--- config.mk ---
export PLATFORM = sky130hd
export DESIGN_NAME = nanov_alu_seq
export DESIGN_NICKNAME = d
export VERILOG_FILES = /design/src/rtl/nanov_alu_seq.sv
export SDC_FILE = /design/constraint.sdc
export NUM_CORES = 1
export LEC_CHECK = 0
export CORE_MARGIN = 5
export CORE_UTILIZATION = 40
export DETAILED_ROUTE_END_ITERATION = 16
export GPL_TIMING_DRIVEN = 1
export PLACE_DENSITY_LB_ADDON = 0.2
export SETUP_SLACK_MARGIN = 0.2
export SLEW_MARGIN = 20
export SYNTH_ARGS = -nofsm -noshare
export SYNTH_HDL_FRONTEND = slang
export SYNTH_SLANG_ARGS = --single-unit
--- constraint.sdc ---
create_clock -name clk -period 4.4 [get_ports clk]
set_input_delay 0.44 -clock clk [delete_from_list [all_inputs] [get_ports clk]]
set_output_delay 0.44 -clock clk [all_outputs]
set_load 0.1 [all_outputs]
--- src/rtl/nanov_alu_seq.sv ---
// Bit-serial operand sequencer / result collector driving the nanoV serial ALU.
// Optional compare outputs (cmp_lts, cmp_ltu) enabled by NANOV_ALU_SEQ_CMP_OUT_EN.
module nanov_alu_seq #(
    parameter int XLEN = 32
) (
    input  logic            clk,
    input  logic            rst,
    input  logic            start,
    input  logic [3:0]      op,
    input  logic [XLEN-1:0] a_in,
    input  logic [XLEN-1:0] b_in,
    output logic            busy,
    output logic            done,
    output logic [XLEN-1:0] result,
    output logic [3:0]      alu_op,
    output logic            alu_a,
    output logic            alu_b,
    output logic            alu_cy_in,
    input  logic            alu_d,
    input  logic            alu_cy_out,
    input  logic            alu_lts
`ifdef NANOV_ALU_SEQ_CMP_OUT_EN
    ,
    output logic            cmp_lts,
    output logic            cmp_ltu
`endif
);

    localparam int CW = $clog2(XLEN);

    typedef enum logic [1:0] {
        IDLE = 2'd0,
        RUN  = 2'd1,
        DONE = 2'd2
    } state_t;

    state_t          state, state_nxt;
    logic [CW-1:0]   cnt;
    logic            cy;
    logic [XLEN-1:0] a_sr, b_sr, res_sr;
    logic            last_bit;
    logic            is_slt, is_sltu;

    assign last_bit = (cnt == CW'(XLEN - 1));
    assign is_slt   = (alu_op[3] == 1'b0) && (alu_op[2:0] == 3'b010);
    assign is_sltu  = (alu_op == 4'b0011);

    always_ff @(posedge clk) begin
        if (rst) state <= IDLE;
        else     state <= state_nxt;
    end

    always_comb begin
        state_nxt = state;
        busy      = 1'b0;
        done      = 1'b0;
        alu_a     = 1'b0;
        alu_b     = 1'b0;
        alu_cy_in = 1'b0;
        case (state)
            IDLE: begin
                if (start) state_nxt = RUN;
            end
            RUN: begin
                busy      = 1'b1;
                alu_a     = a_sr[0];
                alu_b     = b_sr[0];
                alu_cy_in = cy;
                if (last_bit) state_nxt = DONE;
            end
            DONE: begin
                busy      = 1'b1;
                done      = 1'b1;
                state_nxt = IDLE;
            end
            default: state_nxt = IDLE;
        endcase
    end

    always_ff @(posedge clk) begin
        if (rst) begin
            a_sr    <= '0;
            b_sr    <= '0;
            res_sr  <= '0;
            cnt     <= '0;
            cy      <= 1'b0;
            alu_op  <= '0;
            result  <= '0;
`ifdef NANOV_ALU_SEQ_CMP_OUT_EN
            cmp_lts <= 1'b0;
            cmp_ltu <= 1'b0;
`endif
        end else begin
            case (state)
                IDLE: begin
                    if (start) begin
                        a_sr   <= a_in;
                        b_sr   <= b_in;
                        alu_op <= op;
                        cnt    <= '0;
                        // ALU inverts B for subtract-type ops; carry-in 1 completes A-B.
                        cy     <= op[1] | op[3];
                    end
                end
                RUN: begin
                    a_sr   <= a_sr >> 1;
                    b_sr   <= b_sr >> 1;
                    res_sr <= {alu_d, res_sr[XLEN-1:1]};
                    cy     <= alu_cy_out;
                    cnt    <= cnt + 1'b1;
                    if (last_bit) begin
                        if (is_slt)
                            result <= {{(XLEN-1){1'b0}}, alu_lts};
                        else if (is_sltu)
                            result <= {{(XLEN-1){1'b0}}, ~alu_cy_out};
                        else
                            result <= {alu_d, res_sr[XLEN-1:1]};
`ifdef NANOV_ALU_SEQ_CMP_OUT_EN
                        cmp_lts <= alu_lts;
                        cmp_ltu <= ~alu_cy_out;
`endif
                    end
                end
                default: ;
            endcase
        end
    end

endmodule
==> impl_results.md <==
* Status: finished, final reports clean
* Setup TNS Final at 0 ns
* Clock Pin Slew Worst Setup and Hold Paths at 0.06 ns
* Worst min-delay path class: reg -> reg
* Num rows at 44
* Hold-fix buffers at CTS at 0
* Clock network power share at 41.8%
* R2r endpoint: b_sr[6]
* # IOs at 115
* Area Overhead vs Synth at 30.1%
* Cell Int Power at 2.35 mW
* Number of synthesized flops with an enable pin at 0
* Yosys reg bits at 139
* First-pass GRT wire length at 20,200 um
* DRT Pass-1 Iters at 4
* Routed WL per cell at 14.5 um
* Last element of the critical path: busy
* Crit path kind: reg -> out
* Finished Cell Area at 7590 um2
* Antenna Nets Post-Route at 0
* Switching share of power at 27.5%
* Cts bufs inserted at 17
* Area leader, netlist: dfxtp_1
* Hold Crit Start: cy
* Switching power at 892 uW
* Starting Density at 40.5%
* DP HPWL at 8000 um
* Max-cap violations at 0
* Clock Latency Late Sink at 0.42 ns
* Top cell type's share of synthesized area at 47.7%
* N_diodes at 0
* R2r startpoint: state[1]
* Largest net degree at the start of global routing at 126
* Synth Warn # at 0
* VDD IR max at 0.267 mV
* Initial antenna violation count at 0
* Count of cell types in the netlist at 31
* R2R setup slack at 1.90 ns
* IO buf count at 114
* Power Density at 428 nW/um2
* Clk sinks at 139
* Worst setup path start: state[0]
* Final Hold Vio Count at 0
* Vias in the first global route at 4,160
* Via/cell ratio at 5.03
* Max FO, Critical Path at 3
* Path depth of the worst reg2reg path at 8
* Power share of the sequential group at 42.7%
* Starting DRT DRC Count at 234
* Synth area leaders: dfxtp_1 48%, mux2i_1 16%, a211oi_2 11%, nor2_1 8.5%, a22oi_1 4.0%
* Avg Cell Area, Syn at 10.1 um2
* Die H at 131 um
* DRT Wirelength at 12,500 um
* Fin crit period at 2.81 ns
* Post-DP Area at 7030 um2
* H-tree level count at 4
* Final setup fails at 0
* Async SR Flop Fraction at 0%
* Syn Inst Count at 577
* CTS Buffer Depth at 2
* FMAX at 0.356 GHz
* CTS resizes at 0
* Post-Syn Nets at 656
* Worst EP required at 3.96 ns
* Fin nets at 744
* Routability cong. at 0.741
* DRC viols at 0
* Leakage at 2.73 nW
* GRT Total Usage at 14.8%
* Slew headroom at 30.7%
* Final Cycle Share at 63.9%
* RSZ-0062 raised after global routing: false
* Layout Utilization at 52.6%
* Tightest Pin Transition at 1.04 ns
* CP arrival at 2.37 ns
* Top FF cell, synth: dfxtp_1
* CTS root buf: clkbuf_16
* Die X-Extent at 131 um
* Critical Path End Type: output pin
* Fillers at 1,271
* Die area at 17,100 um2
* Routed via count at 4,339
* CTS tree: yes
* Final Max Slew Viols at 0
* Core footprint at 14,400 um2
* Layout cells sized above 1 at 13.7%
* Register area share after synthesis at 47.7%
* Clock Skew at 0.0163 ns
* Overflow after GRT at 0
* Mapped cell area at 5840 um2
* Setup Buffers After CTS at 0
* Crit path launch type: register
* Logic gate share of total power at 15.5%
==> power by group through the flow <==
stage	clock network [mW]	registers, mW	logic, mW
after detailed placement	0	1.41	0.508
final	1.36	1.39	0.502
after global placement	0	1.41	0.494
after global routing	1.46	1.40	0.547
after floorplan	0	1.42	0.379
after CTS	1.40	1.39	0.510
==> through the flow <==
| stage | total power [mW] | worst slack [ns] | std cells | hold slack (ns) |
|---|---|---|---|---|
| global route | 3.40 | 1.53 | 862 | 0.495 |
| global placement | 1.91 | 1.94 | 830 | 0.462 |
| finish | 3.25 | 1.59 | 862 | 0.470 |
| floorplan | 1.80 | 2.17 | 577 | 0.427 |
| detailed placement | 1.92 | 1.88 | 830 | 0.468 |
| CTS | 3.30 | 1.58 | 862 | 0.478 |
==> cell usage in the layout, fill, tap and decap left out, drive strengths merged <==
cell / n
dfxtp: 139
nor2: 133
clkdlybuf4s50: 111
mux2i: 93
a211oi: 63
a22oi: 31
clkbuf: 18
a21oi: 14
buf: 9
inv: 9
nand2: 8
nand3: 8
nand2b: 7
ha: 5
and2: 4
clkinvlp: 4
nor3: 3
o21ai: 3
clkinv: 3
a32oi: 2
nor3b: 2
o311ai: 2
and3: 1
nand4: 1
nor2b: 1
or3: 1
nand3b: 1
o31ai: 1
bufinv: 1
==> cells in the mapped netlist, drive strengths merged (4+ instances only) <==
cell type,n
and2,4
nand3,8
dfxtp,139
a211oi,63
ha,5
nor2,133
nand2b,7
clkbuf,17
a22oi,31
a21oi,14
nand2,8
mux2i,93
buf,34
==> how the worst min path moves through the flow <==
stage / to / slack (ns) / depth (start not counted)
2_1_floorplan: cy / 0.43 / 2
3_3_place_gp: alu_op[1] / 0.46 / 2
3_5_place_dp: cy / 0.47 / 2
4_1_cts: cy / 0.48 / 2
5_1_grt: cy / 0.50 / 2
6_report: cy / 0.47 / 2
==> critical path: stages, from the launching register on <==
cell	delay, ns
dfxtp_1	0.40
inv_1	0.09
ha_1	0.29
clkdlybuf4s50_1	1.16
==> cell type report <==
class | instances | area (um2) | area share [%]
clock buffer | 18 | 429 | 5.65
clock inverter | 14 | 135 | 1.78
inverter | 3 | 11.3 | 0.148
multi-input combinational | 384 | 2800 | 36.9
sequential | 139 | 2780 | 36.7
tap | 184 | 230 | 3.03
timing repair buffer | 120 | 1200 | 15.9
==> logic make-up (layout without fill, tap and decap cells) <==
family                   Yosys count  count (layout)  share of synthesized area (%)
flip-flops                       139             139                           47.7
adder cells (fa/ha/maj)            5               5                           1.07
AND/OR/NAND/NOR                  170             170                           12.1
multiplexers                      93              93                           16.0
buffers and inverters             54             155                           4.59
AO/OA/AOI/OAI                    116             116                           18.6
==> registers in the layout, summed over array words and instances, names as in the netlist <==
| register | flops |
|---|---|
| result | 32 |
| cnt | 5 |
| cy | 1 |
| alu_op | 4 |
| res_sr | 31 |
| state | 2 |
| a_sr | 32 |
| b_sr | 32 |
==> routing by layer <==
metal	vias up	GRT usage (%)	wire, um
met5	-	0	0
met4	0	5.08	105
met3	8	5.85	896
met2	96	23.1	5900
met1	2011	18.7	5620
li1	2224	-	-
Power figures use the tool's default switching activity.
==> RTL change 1, RTL diff (config.mk and constraints unchanged) <==
Register the inputs `start`, `op`, `a_in`, `b_in` and `alu_d` before use, with the module's reset. The logic sees them one clock later. The other inputs are not delayed to match.
--- a/src/rtl/nanov_alu_seq.sv
+++ b/src/rtl/nanov_alu_seq.sv
@@ -34,6 +34,28 @@
         DONE = 2'd2
     } state_t;
 
+    logic start_q;
+    logic [3:0] op_q;
+    logic [XLEN-1:0] a_q;
+    logic [XLEN-1:0] b_q;
+    logic alu_d_q;
+
+    always_ff @(posedge clk) begin
+        if (rst) begin
+            start_q <= '0;
+            op_q    <= '0;
+            a_q     <= '0;
+            b_q     <= '0;
+            alu_d_q <= '0;
+        end else begin
+            start_q <= start;
+            op_q    <= op;
+            a_q     <= a_in;
+            b_q     <= b_in;
+            alu_d_q <= alu_d;
+        end
+    end
+
     state_t          state, state_nxt;
     logic [CW-1:0]   cnt;
     logic            cy;
@@ -59,7 +81,7 @@
         alu_cy_in = 1'b0;
         case (state)
             IDLE: begin
-                if (start) state_nxt = RUN;
+                if (start_q) state_nxt = RUN;
             end
             RUN: begin
                 busy      = 1'b1;
@@ -93,19 +115,19 @@
         end else begin
             case (state)
                 IDLE: begin
-                    if (start) begin
-                        a_sr   <= a_in;
-                        b_sr   <= b_in;
-                        alu_op <= op;
+                    if (start_q) begin
+                        a_sr   <= a_q;
+                        b_sr   <= b_q;
+                        alu_op <= op_q;
                         cnt    <= '0;
                         // ALU inverts B for subtract-type ops; carry-in 1 completes A-B.
-                        cy     <= op[1] | op[3];
+                        cy     <= op_q[1] | op_q[3];
                     end
                 end
                 RUN: begin
                     a_sr   <= a_sr >> 1;
                     b_sr   <= b_sr >> 1;
-                    res_sr <= {alu_d, res_sr[XLEN-1:1]};
+                    res_sr <= {alu_d_q, res_sr[XLEN-1:1]};
                     cy     <= alu_cy_out;
                     cnt    <= cnt + 1'b1;
                     if (last_bit) begin
@@ -114,7 +136,7 @@
                         else if (is_sltu)
                             result <= {{(XLEN-1){1'b0}}, ~alu_cy_out};
                         else
-                            result <= {alu_d, res_sr[XLEN-1:1]};
+                            result <= {alu_d_q, res_sr[XLEN-1:1]};
 `ifdef NANOV_ALU_SEQ_CMP_OUT_EN
                         cmp_lts <= alu_lts;
                         cmp_ltu <= ~alu_cy_out;
Check against the original RTL: not equivalent (a bounded check fails within 4 cycles, from zero or initial values and one cycle with rst high).
==> RTL change 1 against the original RTL <==
Routed wire length up 23%; critical path depth up 1; design area up 28%; worst hold slack worse by 0.023 ns; sequential power up 45%; total power up 28%; synthesized area up 33%; clock skew down 0.011 ns; global-route usage down 1.1 points; sequential cell count up 70; setup slack worse by 0.57 ns; final cell count up 30%; via count up 26%; critical endpoint is now alu_a.
==> RTL change 1: results (changes against the original RTL) <==
run_status:
  outcome: "completed"
final_layout:
  final_cells: 1119  # +30%
  layout.buffer.nonclock.area_share_pct: 12.43  # -3.4 points
  clock_buffers: 37  # +19
  drive_gt1_share_pct: 8.314  # -5.4 points
  nNetsFinal: 917  # +23%
  buffers: 121  # +0.83%
  fillers: 1789  # +41%
  ff_latch_area_sq_um: 4184  # +50%
  multi_input_gates: 478  # +24%
  inv_count: 5  # +2
  multi_input_area_share_pct: 33.62  # -3.3 points
global_routing:
  grtUsageMet2_pct: 22.58  # -0.48 points
  grt_pass1_vias: 5503  # +32%
  grt_max_degree: 112  # -11%
  met3_usage_pct: 2.978  # -2.9 points
  grtUsageMet1_pct: 18.28  # -0.46 points
  grt_usage_pct: 13.74  # -1.1 points
place:
  place_hpwl_um: 9856  # +23%
  place_ws_ns: 1.521  # -0.3619 ns
  gp_congestion: 0.7349  # -0.81%
  postPlaceCellArea_sq_um: 8999  # +28%
route:
  via_count: 5456  # +26%
clock_network:
  clock-sinks: 209  # +50%
  numCtsBuffers: 23  # +6
  cts-resized-gates: 0  # unchanged
  htreeDepth: 1  # -3
  cts_buffer_depth: 3  # +1
timing:
  skew_ns: 0.005702  # -0.01059 ns
  fmax_mhz: 295.7  # -17%
  whs_ns: 0.4479  # -0.02251 ns
  slew_headroom_pct: 28.99  # -1.8 points
worst_setup_path:
  r2r-end: "result[0]$_SDFFE_PP0P_"
  critPathMaxStageDelay_ns: 1.14  # -0.02 ns
  crit_fanout: 39  # +36
  worst_ep_arrival_time_ns: 2.94  # +0.57 ns
  r2r_cells: 7  # -1
  critPathCapture: "alu_a"
synthesis:
  synth_compound_area_share_pct: 11.87  # -6.7 points
  synth.distinct_cells: 32  # +3.2%
  synth_common_cells: "dfxtp_1 (209), nor2_1 (95), mux2i_1 (94), nor2b_1 (72), a21oi_1 (42)"
  synth_nets: 839  # +28%
  ys_seq_area_share_pct: 53.86  # +6.2 points
  synth_cells: 760  # +32%
  synth_fa_ha_area_share_pct: 0.8053  # -0.27 points
  synth_area_leaders: "dfxtp_1 (54%), mux2i_1 (12%), nor2b_1 (5.8%)"
  synthMuxAreaShare_pct: 12.26  # -3.7 points
worst_hold_path:
  min_to: "result[22]$_SDFFE_PP0P_"
  hold_start: "result[22]$_SDFFE_PP0P_"
  hold_class: "flop to flop"
power:
  p_int_w: 0.003198  # +36%
  cellLeakagePower_nw: 3.351  # +23%
  vdd.ir_drop.worst_v: 0.0001962  # -27%
==> RTL change 1: metal layers <==
| layer | part of all wire [%] | up-vias |
|---|---|---|
| met1 | 46 | 2535 |
| met4 | 1.9 | 0 |
| met3 | 4.8 | 27 |
| met5 | 0 | - |
| li1 | - | 2787 |
| met2 | 47 | 107 |
==> RTL change 1: power by group through the flow <==
| stage | combinational [W] | sequential (W) | clock, W |
|---|---|---|---|
| after floorplan | 0.000277 | 0.00206 | 0 |
| after global placement | 0.000374 | 0.00206 | 0 |
| after detailed placement | 0.000385 | 0.00206 | 0 |
| after CTS | 0.000387 | 0.00202 | 0.00180 |
| after global routing | 0.000418 | 0.00203 | 0.00189 |
| final | 0.000381 | 0.00202 | 0.00175 |
==> RTL change 1: through the flow <==
step                utilization, %  power [W]
floorplan                        -   0.002333
global placement             46.70   0.002434
detailed placement           46.70   0.002448
CTS                          50.31   0.004211
global route                 50.31   0.004340
finish                       50.31   0.004150
==> RTL change 2, RTL diff (same flow settings) <==
Without the edit above. The option `NANOV_ALU_SEQ_CMP_OUT_EN` is turned on by a define.
--- a/src/rtl/nanov_alu_seq.sv
+++ b/src/rtl/nanov_alu_seq.sv
@@ -1,5 +1,7 @@
 // Bit-serial operand sequencer / result collector driving the nanoV serial ALU.
 // Optional compare outputs (cmp_lts, cmp_ltu) enabled by NANOV_ALU_SEQ_CMP_OUT_EN.
+`define NANOV_ALU_SEQ_CMP_OUT_EN
+
 module nanov_alu_seq #(
     parameter int XLEN = 32
 ) (
Behaviour (old outputs only; new: cmp_lts and cmp_ltu): unchanged (Yosys induction, for registers that start in step).
==> RTL change 2 against the original RTL <==
Clock skew is 0.0013 ns lower; clock power is 8% higher; synthesized cell count is 6.4% higher; first-iteration DRC count is 32% lower; worst hold slack worse by 0.019 ns; design area is 2.7% higher; sequential cell count is 2 higher; synthesized area is 3.3% higher; critical path depth is 1 higher; register-to-register slack worse by 0.22 ns; total power is 2.9% higher; critical path type unchanged; via count is 4.6% higher; routed wire length is 7.3% higher; setup slack worse by 0.43 ns.
==> RTL change 2: results (changes against the original RTL) <==
global_routing:
  grt_usage_pct: 15.37  # +0.57 points
  grt_pass1_wl_um: 22360  # +11%
  grt_max_degree: 85  # -33%
synthesis:
  synth_common_cells: "dfxtp_1 (141), nor2_1 (98), mux2i_1 (94), a211oi_2 (50)"
  synth_fa_ha_area_share_pct: 1.038  # -0.034 points
  ys_seq_area_share_pct: 46.81  # -0.87 points
  synth_cells: 614  # +6.4%
  synth_area_leaders: "dfxtp_1 (47%), mux2i_1 (16%), a211oi_2 (10%)"
  synth_compound_area_share_pct: 17.14  # -1.4 points
  synth_nets: 693  # +5.6%
power:
  cellLeakagePower_nw: 2.737  # +0.35%
  vdd.ir_drop.worst_v: 0.0002398  # -10%
timing:
  fmax_mhz: 308.6  # -13%
  whs_ns: 0.4511  # -0.01927 ns
  skew_ns: 0.01502  # -0.001263 ns
worst_setup_path:
  r2r-end: "result[0]$_SDFFE_PP0P_"
  r2r_cells: 7  # -1
  ff2ff_setup_slack_ns: 1.68  # -0.22 ns
  worst_ep_arrival_time_ns: 2.80  # +0.43 ns
  crit_fanout: 38  # +35
  startpoint: "state[1]$_SDFFE_PP0P_"
  critPathMaxStageDelay_ns: 1.16  # about the same
  critPathCapture: "alu_b"
worst_hold_path:
  min_to: "result[15]$_SDFFE_PP0P_"
  hold_start: "result[15]$_SDFFE_PP0P_"
run_status:
  outcome: "completed"
clock_network:
  cts_buffer_depth: 2  # unchanged
route:
  wl_met1_um: 6423  # +14%
  vias_per_cell: 5.066  # +0.64%
  dr_wl_met2_um: 6225  # +5.5%
  met3_length_um: 625  # -30%
  wl_um: 13440  # +7.3%
  via_count: 4539  # +4.6%
  dr.first_iter.drc_count: 159  # -32%
final_layout:
  drive_gt1_share_pct: 12.92  # -0.80 points
  postLayoutCellArea_sq_um: 7796  # +2.7%
  nNetsFinal: 778  # +4.6%
  fillers: 1334  # +5.0%
  diodes: 0  # unchanged
place:
  postPlaceCellArea_sq_um: 7184  # +2.2%
  dp.cells: 864  # +4.1%
  gp_congestion: 0.7423  # +0.19%
  place_ws_ns: 1.387  # -0.4960 ns
  place_hpwl_um: 8563  # +7.1%
  portBuffers: 116  # +1.8%
==> RTL change 2: changes by cell type in the layout (fill, tap and decap cells not counted), sizes merged, moves of 4 or more <==
cell	unedited run	this run
nand2	8	43
nor2	133	98
a22oi	31	0
a21oi	14	43
nand3	8	37
clkdlybuf4s50	111	115
==> RTL change 2: where the power goes <==
part / switching (W) / internal, W / leakage [nW]
logic: 0.000267 / 0.000212 / 1.30
registers: 0.0000389 / 0.00135 / 1.15
clock network: 0.000561 / 0.000909 / 0.286
total: 0.000866 / 0.00247 / 2.74
==> RTL change 2: final cells by class <==
class / count / share of cell area (%)
Tap cell: 184 / 2.953
Sequential cell: 141 / 36.21
Timing Repair Buffer: 122 / 15.65
Inverter: 4 / 0.1926
Clock inverter: 13 / 2.118
Clock buffer: 19 / 5.681
Multi-Input combinational cell: 413 / 37.20
==> RTL change 2: metal layers <==
layer | global-route usage [%] | vias up
li1 | - | 2335
met1 | 19.68 | 2096
met2 | 24.28 | 94
met3 | 5.011 | 14
met4 | 5.600 | 0
met5 | 0 | -
